$ cat src/rtl/round_pkg.sv
// Shared definitions for the reaction-game round scorer.
// Contains the FSM state encoding and the two-digit BCD score helpers.
package round_pkg;

    typedef enum logic [2:0] {
        ST_IDLE  = 3'd0,
        ST_ARM   = 3'd1,
        ST_PLAY  = 3'd2,
        ST_JUDGE = 3'd3,
        ST_OVER  = 3'd4
    } state_t;

    typedef logic [3:0] bcd_t;

    localparam bcd_t BCD_MAX = 4'd9;

    typedef struct packed {
        bcd_t tens;
        bcd_t ones;
    } bcd2_t;

    // Two-digit BCD increment that sticks at 99 instead of wrapping.
    function automatic bcd2_t bcd_sat_inc(input bcd2_t v);
        bcd2_t r;
        r = v;
        if (v.ones == BCD_MAX) begin
            if (v.tens != BCD_MAX) begin
                r.ones = '0;
                r.tens = v.tens + 4'd1;
            end
        end else begin
            r.ones = v.ones + 4'd1;
        end
        return r;
    endfunction

endpackage

$ cat src/rtl/edge_sync.sv
// Two-flop synchronizer plus rising-edge detector for a raw push button.
// A button already held when reset is released must be let go before it can fire.
module edge_sync (
    input  logic clk,
    input  logic reset,
    input  logic din,
    output logic pulse
);

    logic       sync1_q, sync1_d;
    logic       sync2_q, sync2_d;
    logic       prev_q, prev_d;
    logic [1:0] valid_q, valid_d;

    // prev is held high until sync2 carries real post-reset data, so a held button reads as "no edge".
    always_comb begin
        sync1_d = din;
        sync2_d = sync1_q;
        valid_d = {valid_q[0], 1'b1};
        prev_d  = valid_q[1] ? sync2_q : 1'b1;
    end

    always_ff @(posedge clk or posedge reset) begin
        if (reset) begin
            sync1_q <= 1'b0;
            sync2_q <= 1'b0;
            prev_q  <= 1'b1;
            valid_q <= 2'b00;
        end else begin
            sync1_q <= sync1_d;
            sync2_q <= sync2_d;
            prev_q  <= prev_d;
            valid_q <= valid_d;
        end
    end

    assign pulse = sync2_q & ~prev_q;

endmodule

$ cat src/rtl/round_scorer.sv
// Round controller and BCD scorer for the reaction game.
// Define ROUND_SCORER_STREAK_EN to add the hit-streak bonus and the streak port.
module round_scorer
    import round_pkg::*;
#(
    parameter int ROUND_TICKS = 10,
    parameter int MAX_LIVES   = 3
) (
    input  logic       clk,
    input  logic       reset,
    input  logic       tick_1hz,
    input  logic       start,
    input  logic       submit,
    input  logic [2:0] match,
    output logic       new_round,
    output logic [3:0] score_ones,
    output logic [3:0] score_tens,
    output logic [1:0] lives,
    output logic [3:0] time_left,
    output logic       hit,
    output logic       miss,
    output logic       game_over,
    output logic [2:0] state
`ifdef ROUND_SCORER_STREAK_EN
    ,
    output logic [1:0] streak
`endif
);

    localparam logic [3:0] ROUND_TIME = 4'(ROUND_TICKS);
    localparam logic [1:0] LIVES_INIT = 2'(MAX_LIVES);

    logic start_ev;
    logic submit_ev;

    edge_sync u_start_sync (
        .clk   (clk),
        .reset (reset),
        .din   (start),
        .pulse (start_ev)
    );

    edge_sync u_submit_sync (
        .clk   (clk),
        .reset (reset),
        .din   (submit),
        .pulse (submit_ev)
    );

    state_t     state_q, state_d;
    bcd2_t      score_q, score_d;
    logic [1:0] lives_q, lives_d;
    logic [3:0] time_left_q, time_left_d;
    logic       submitted_q, submitted_d;
    logic       new_round_q, new_round_d;
    logic       hit_q, hit_d;
    logic       miss_q, miss_d;
    logic       game_over_q, game_over_d;
`ifdef ROUND_SCORER_STREAK_EN
    logic [1:0] streak_q, streak_d;
`endif

    always_comb begin
        state_d     = state_q;
        score_d     = score_q;
        lives_d     = lives_q;
        time_left_d = time_left_q;
        submitted_d = submitted_q;
        game_over_d = game_over_q;
        new_round_d = 1'b0;
        hit_d       = 1'b0;
        miss_d      = 1'b0;
`ifdef ROUND_SCORER_STREAK_EN
        streak_d    = streak_q;
`endif

        case (state_q)
            ST_IDLE: begin
                if (start_ev) begin
                    state_d = ST_ARM;
                end
            end

            ST_ARM: begin
                new_round_d = 1'b1;
                time_left_d = ROUND_TIME;
                submitted_d = 1'b0;
                state_d     = ST_PLAY;
            end

            // A submit in the same cycle as a tick takes priority; the tick is simply lost.
            ST_PLAY: begin
                if (submit_ev) begin
                    submitted_d = 1'b1;
                    state_d     = ST_JUDGE;
                end else if (tick_1hz) begin
                    if (time_left_q <= 4'd1) begin
                        time_left_d = 4'd0;
                        submitted_d = 1'b0;
                        state_d     = ST_JUDGE;
                    end else begin
                        time_left_d = time_left_q - 4'd1;
                    end
                end
            end

            ST_JUDGE: begin
                if (submitted_q && (match == 3'b111)) begin
                    hit_d   = 1'b1;
                    score_d = bcd_sat_inc(score_q);
`ifdef ROUND_SCORER_STREAK_EN
                    if (streak_q >= 2'd2) begin
                        score_d = bcd_sat_inc(bcd_sat_inc(score_q));
                    end
                    if (streak_q != 2'd3) begin
                        streak_d = streak_q + 2'd1;
                    end
`endif
                    state_d = ST_ARM;
                end else begin
                    miss_d = 1'b1;
`ifdef ROUND_SCORER_STREAK_EN
                    streak_d = 2'd0;
`endif
                    if (lives_q <= 2'd1) begin
                        lives_d     = 2'd0;
                        game_over_d = 1'b1;
                        state_d     = ST_OVER;
                    end else begin
                        lives_d = lives_q - 2'd1;
                        state_d = ST_ARM;
                    end
                end
            end

            ST_OVER: begin
                if (start_ev) begin
                    score_d     = '0;
                    lives_d     = LIVES_INIT;
                    game_over_d = 1'b0;
`ifdef ROUND_SCORER_STREAK_EN
                    streak_d    = 2'd0;
`endif
                    state_d     = ST_ARM;
                end
            end

            default: begin
                state_d = ST_IDLE;
            end
        endcase
    end

    always_ff @(posedge clk or posedge reset) begin
        if (reset) begin
            state_q     <= ST_IDLE;
            score_q     <= '0;
            lives_q     <= LIVES_INIT;
            time_left_q <= 4'd0;
            submitted_q <= 1'b0;
            new_round_q <= 1'b0;
            hit_q       <= 1'b0;
            miss_q      <= 1'b0;
            game_over_q <= 1'b0;
`ifdef ROUND_SCORER_STREAK_EN
            streak_q    <= 2'd0;
`endif
        end else begin
            state_q     <= state_d;
            score_q     <= score_d;
            lives_q     <= lives_d;
            time_left_q <= time_left_d;
            submitted_q <= submitted_d;
            new_round_q <= new_round_d;
            hit_q       <= hit_d;
            miss_q      <= miss_d;
            game_over_q <= game_over_d;
`ifdef ROUND_SCORER_STREAK_EN
            streak_q    <= streak_d;
`endif
        end
    end

    assign new_round  = new_round_q;
    assign score_ones = score_q.ones;
    assign score_tens = score_q.tens;
    assign lives      = lives_q;
    assign time_left  = time_left_q;
    assign hit        = hit_q;
    assign miss       = miss_q;
    assign game_over  = game_over_q;
    assign state      = state_q;
`ifdef ROUND_SCORER_STREAK_EN
    assign streak     = streak_q;
`endif

endmodule

$ cat config.mk
export PLATFORM = sky130hd
export DESIGN_NAME = round_scorer
export DESIGN_NICKNAME = d
export VERILOG_FILES = /design/src/rtl/round_pkg.sv /design/src/rtl/edge_sync.sv /design/src/rtl/round_scorer.sv
export SDC_FILE = /design/constraint.sdc
export NUM_CORES = 1
export LEC_CHECK = 0
export CORE_ASPECT_RATIO = 0.8
export CORE_UTILIZATION = 46
export DETAILED_ROUTE_END_ITERATION = 8
export GPL_TIMING_DRIVEN = 0
export PLACE_DENSITY = 0.8
export SETUP_SLACK_MARGIN = 0.5
export SYNTH_ARGS = -nofsm -noshare
export SYNTH_HDL_FRONTEND = slang
export SYNTH_SLANG_ARGS = --single-unit
$ cat constraint.sdc
create_clock -name clk -period 1.74 [get_ports clk]
set_input_delay 0.435 -clock clk [delete_from_list [all_inputs] [get_ports clk]]
set_output_delay 0.435 -clock clk [all_outputs]
set_load 0.02 [all_outputs]
==> results.md <==
- CP arrival: 1.92 ns
- Distinct cell type count after synthesis: 52
- Detailed-route wire length: 4.92 mm
- Final #Nets: 236
- Initial DRT Pass Iterations: 5
- DRC Markers: 0
- Port buffer count: 28
- Critical R2R Launch: state[0]
- Leakage: 0.00113 uW
- Critical Path RT: 1.92 ns
- Initial antenna violation count: 0
- Post-Synthesis Cells: 143
- Cell Area, Placed: 1920 um^2
- Worst reg2reg path endpoint: time_left[1]
- Clock skew: 0.00909 ns
- Final Instance Area: 2520 um^2
- GRT Resource Usage Total: 24.8%
- Yosys reg bits: 30
- Synth warnings: 0
- Top Ports: 29
- Routed vias/inst: 5.86
- Commonest cells post-synth: 26 x dfrtp_1, 11 x nor2_1, 9 x a21oi_1, 9 x inv_1, 8 x o21ai_0
- Final Slew Violations: 0
- Cell Area, Synth: 1570 um^2
- DP Wirelength: 2.18 mm
- Synthesis-to-layout area growth: 60.8%
- Share of layout cells above drive strength 1: 54.3%
- Failing checks: negative setup slack
- Die outline height: 54.2 um
- Fmax: 0.574 GHz
- Final Non-Filler Cells: 263
- Worst hold start: u_submit_sync.sync1_q
- Largest net degree at the start of global routing: 31
- Area leader, netlist: dfrtp_1
- Register area share after synthesis: 48.2%
- Clock slew seen by the registers of the worst setup and hold paths: 0.07 ns
- GP Congestion: 0.837
- Status: finished with violations
- Pwr/cell area: 1940 nW/um^2
- Std-Cell Rows: 18
- Avg Cell Area, Syn: 11.0 um^2
- Crit end category: register
- Register-to-Register Path Depth: 6
- Diode count: 0
- Peak VDD IR: 1.03 mV
- Count leader, synth: dfrtp_1
- Internal reg-to-reg setup slack: -0.004 ns
- Post-synth top area share: 41.5%
- Total chip power: 4880 uW
- Largest cells by area after synthesis: dfrtp_1 41%, dfstp_2 6.7%, ha_1 4.8%
- Post-synth EDFFs: 0
- Slew headroom: 56.4%
- Die Wd: 67.3 um
- Die area: 3650 um^2
- Routed length per placed instance: 18.7 um
- Hold Path End: u_submit_sync.sync2_q
- H-Tree Depth: 2
- First-pass GRT wire length: 6.44 mm
- Clk Latency, worst-skew pair: 0.29 ns
- Unrepaired setup endpoints after global routing: true
- # placed instances: 211
- TritonCTS buffer count: 5
- Synth Flop Type: dfrtp_1
- Async SR Flop Fraction: 100%
- WHS Path Cells: 0
- MaxCap Viol Count: 0
- Fin. Hold Viols: 0
- CP Class: reg -> reg
- Root Driver: clkbuf_8
- Syn Nets: 157
- Initial Util: 49.4%
- Final min period: 1.74 ns
- Final cell utilization of the core: 79.4%
- Setup WS post-layout: -0.00368 ns
- CP max FO: 8
- CORE AREA: 3180 um^2
- Vias in the first global route: 1342
- Worst Hold Class: reg -> reg
- Iteration-0 DRC count of the detailed router: 134
- Total gr overflow: 0
- Total clock sinks: 30
- CP Launch Type: register
- Via Count: 1541
- # setup viols final: 1
- Fin crit share: 100%
- Slew @ Worst Pin: 0.653 ns
- CTS Buffer Depth: 2
- Antenna Violating Nets Remaining: 0
- CTS tree: yes
-- metrics by stage --
| step | worst slack, ns | hold WS (ns) | setup TNS, ns |
|---|---|---|---|
| 3_5_place_dp | -0.367 | 0.337 | -3.90 |
| 4_1_cts | 0.0426 | 0.351 | 0 |
| 2_1_floorplan | 0.00719 | 0.331 | 0 |
| 5_1_grt | -0.0383 | 0.362 | -0.136 |
| 6_report | -0.00368 | 0.357 | -0.00368 |
| 3_3_place_gp | -0.342 | 0.331 | -2.97 |
-- critical path, cell delays in order, from the launching register on --
cell and delay (ns):
dfrtp_2 0.42, buf_12 0.14, or3b_4 0.37, buf_6 0.14
nor2_4 0.11, or2_4 0.16, mux2_4 0.29
-- kinds of logic after synthesis --
logic type      count (synthesis)  synth area share, %
flops                          30                 48.2
other cells                     1                0.239
compound gates                 39                 17.2
fa+ha+maj                       6                 4.78
buf+inv                        13                 4.94
simple gates                   49                 20.6
xor+xnor                        1                0.558
mux                             4                 3.51
-- how the worst max path moves through the flow --
stage / start / end / slack (ns)
2_1_floorplan: time_left[1] / submitted_q / 0.007
3_3_place_gp: match[2] / score_tens[1] / -0.34
3_5_place_dp: match[2] / score_tens[1] / -0.37
4_1_cts: state[0] / time_left[1] / 0.04
5_1_grt: state[0] / time_left[1] / -0.04
6_report: state[0] / time_left[1] / -0.004
-- area by class of cell --
class,instances,area [um^2]
Fill cell,172,653
Clock buffer,6,82.6
Tap cell,40,50.0
Clock inverter,2,12.5
Buffer,4,50.0
Multi-Input combinational cell,100,857
Inverter,9,37.5
Timing Repair Buffer,72,671
Sequential cell,30,762
-- placed cells by master (no fill, tap or decap), types with 3 or more instances in the layout --
cell type	n
clkbuf_8	6
o21ai_0	4
dfrtp_2	5
nor2_1	10
nand2_1	5
o31ai_1	4
nand2b_1	4
buf_6	31
clkdlybuf4s50_1	4
a21oi_1	7
dlygate4sd2_1	3
inv_1	7
ha_1	4
o21ai_2	3
nand3_1	3
dfrtp_1	21
buf_4	34
nand3b_1	3
dfstp_2	4
mux2_4	3
-- layer usage --
| metal | vias to the layer above | share of wire [%] | wire (um) | track usage (%) |
|---|---|---|---|---|
| met3 | 25 | 7.1 | 349 | 6.46 |
| met4 | 0 | 3.4 | 165 | 11.3 |
| li1 | 673 | - | - | - |
| met2 | 88 | 47 | 2300 | 38.8 |
| met5 | - | 0 | 0 | 0 |
| met1 | 755 | 43 | 2100 | 32.4 |
-- state kept, by name (all words and copies together) (netlist names), 2 cells and up --
| signal | count |
|---|---|
| lives | 2 |
| score_ones | 4 |
| score_tens | 4 |
| state | 3 |
| time_left | 4 |
-- timing repair --
| action | in CTS | in global routing |
|---|---|---|
| pin swaps | 13 | 8 |
| buffers inserted | 31 | 13 |
| hold buffers | 0 | 0 |
| setup endpoints to repair | 69 | 39 |
| gates resized for setup | 139 | 27 |
-- power by group --
group	switching (uW)	total (uW)	internal [uW]
registers	235	1180	942
logic	1480	3120	1640
clock network	273	590	317
total	1980	4880	2900
No activity file was read; power rests on OpenSTA's default activity.
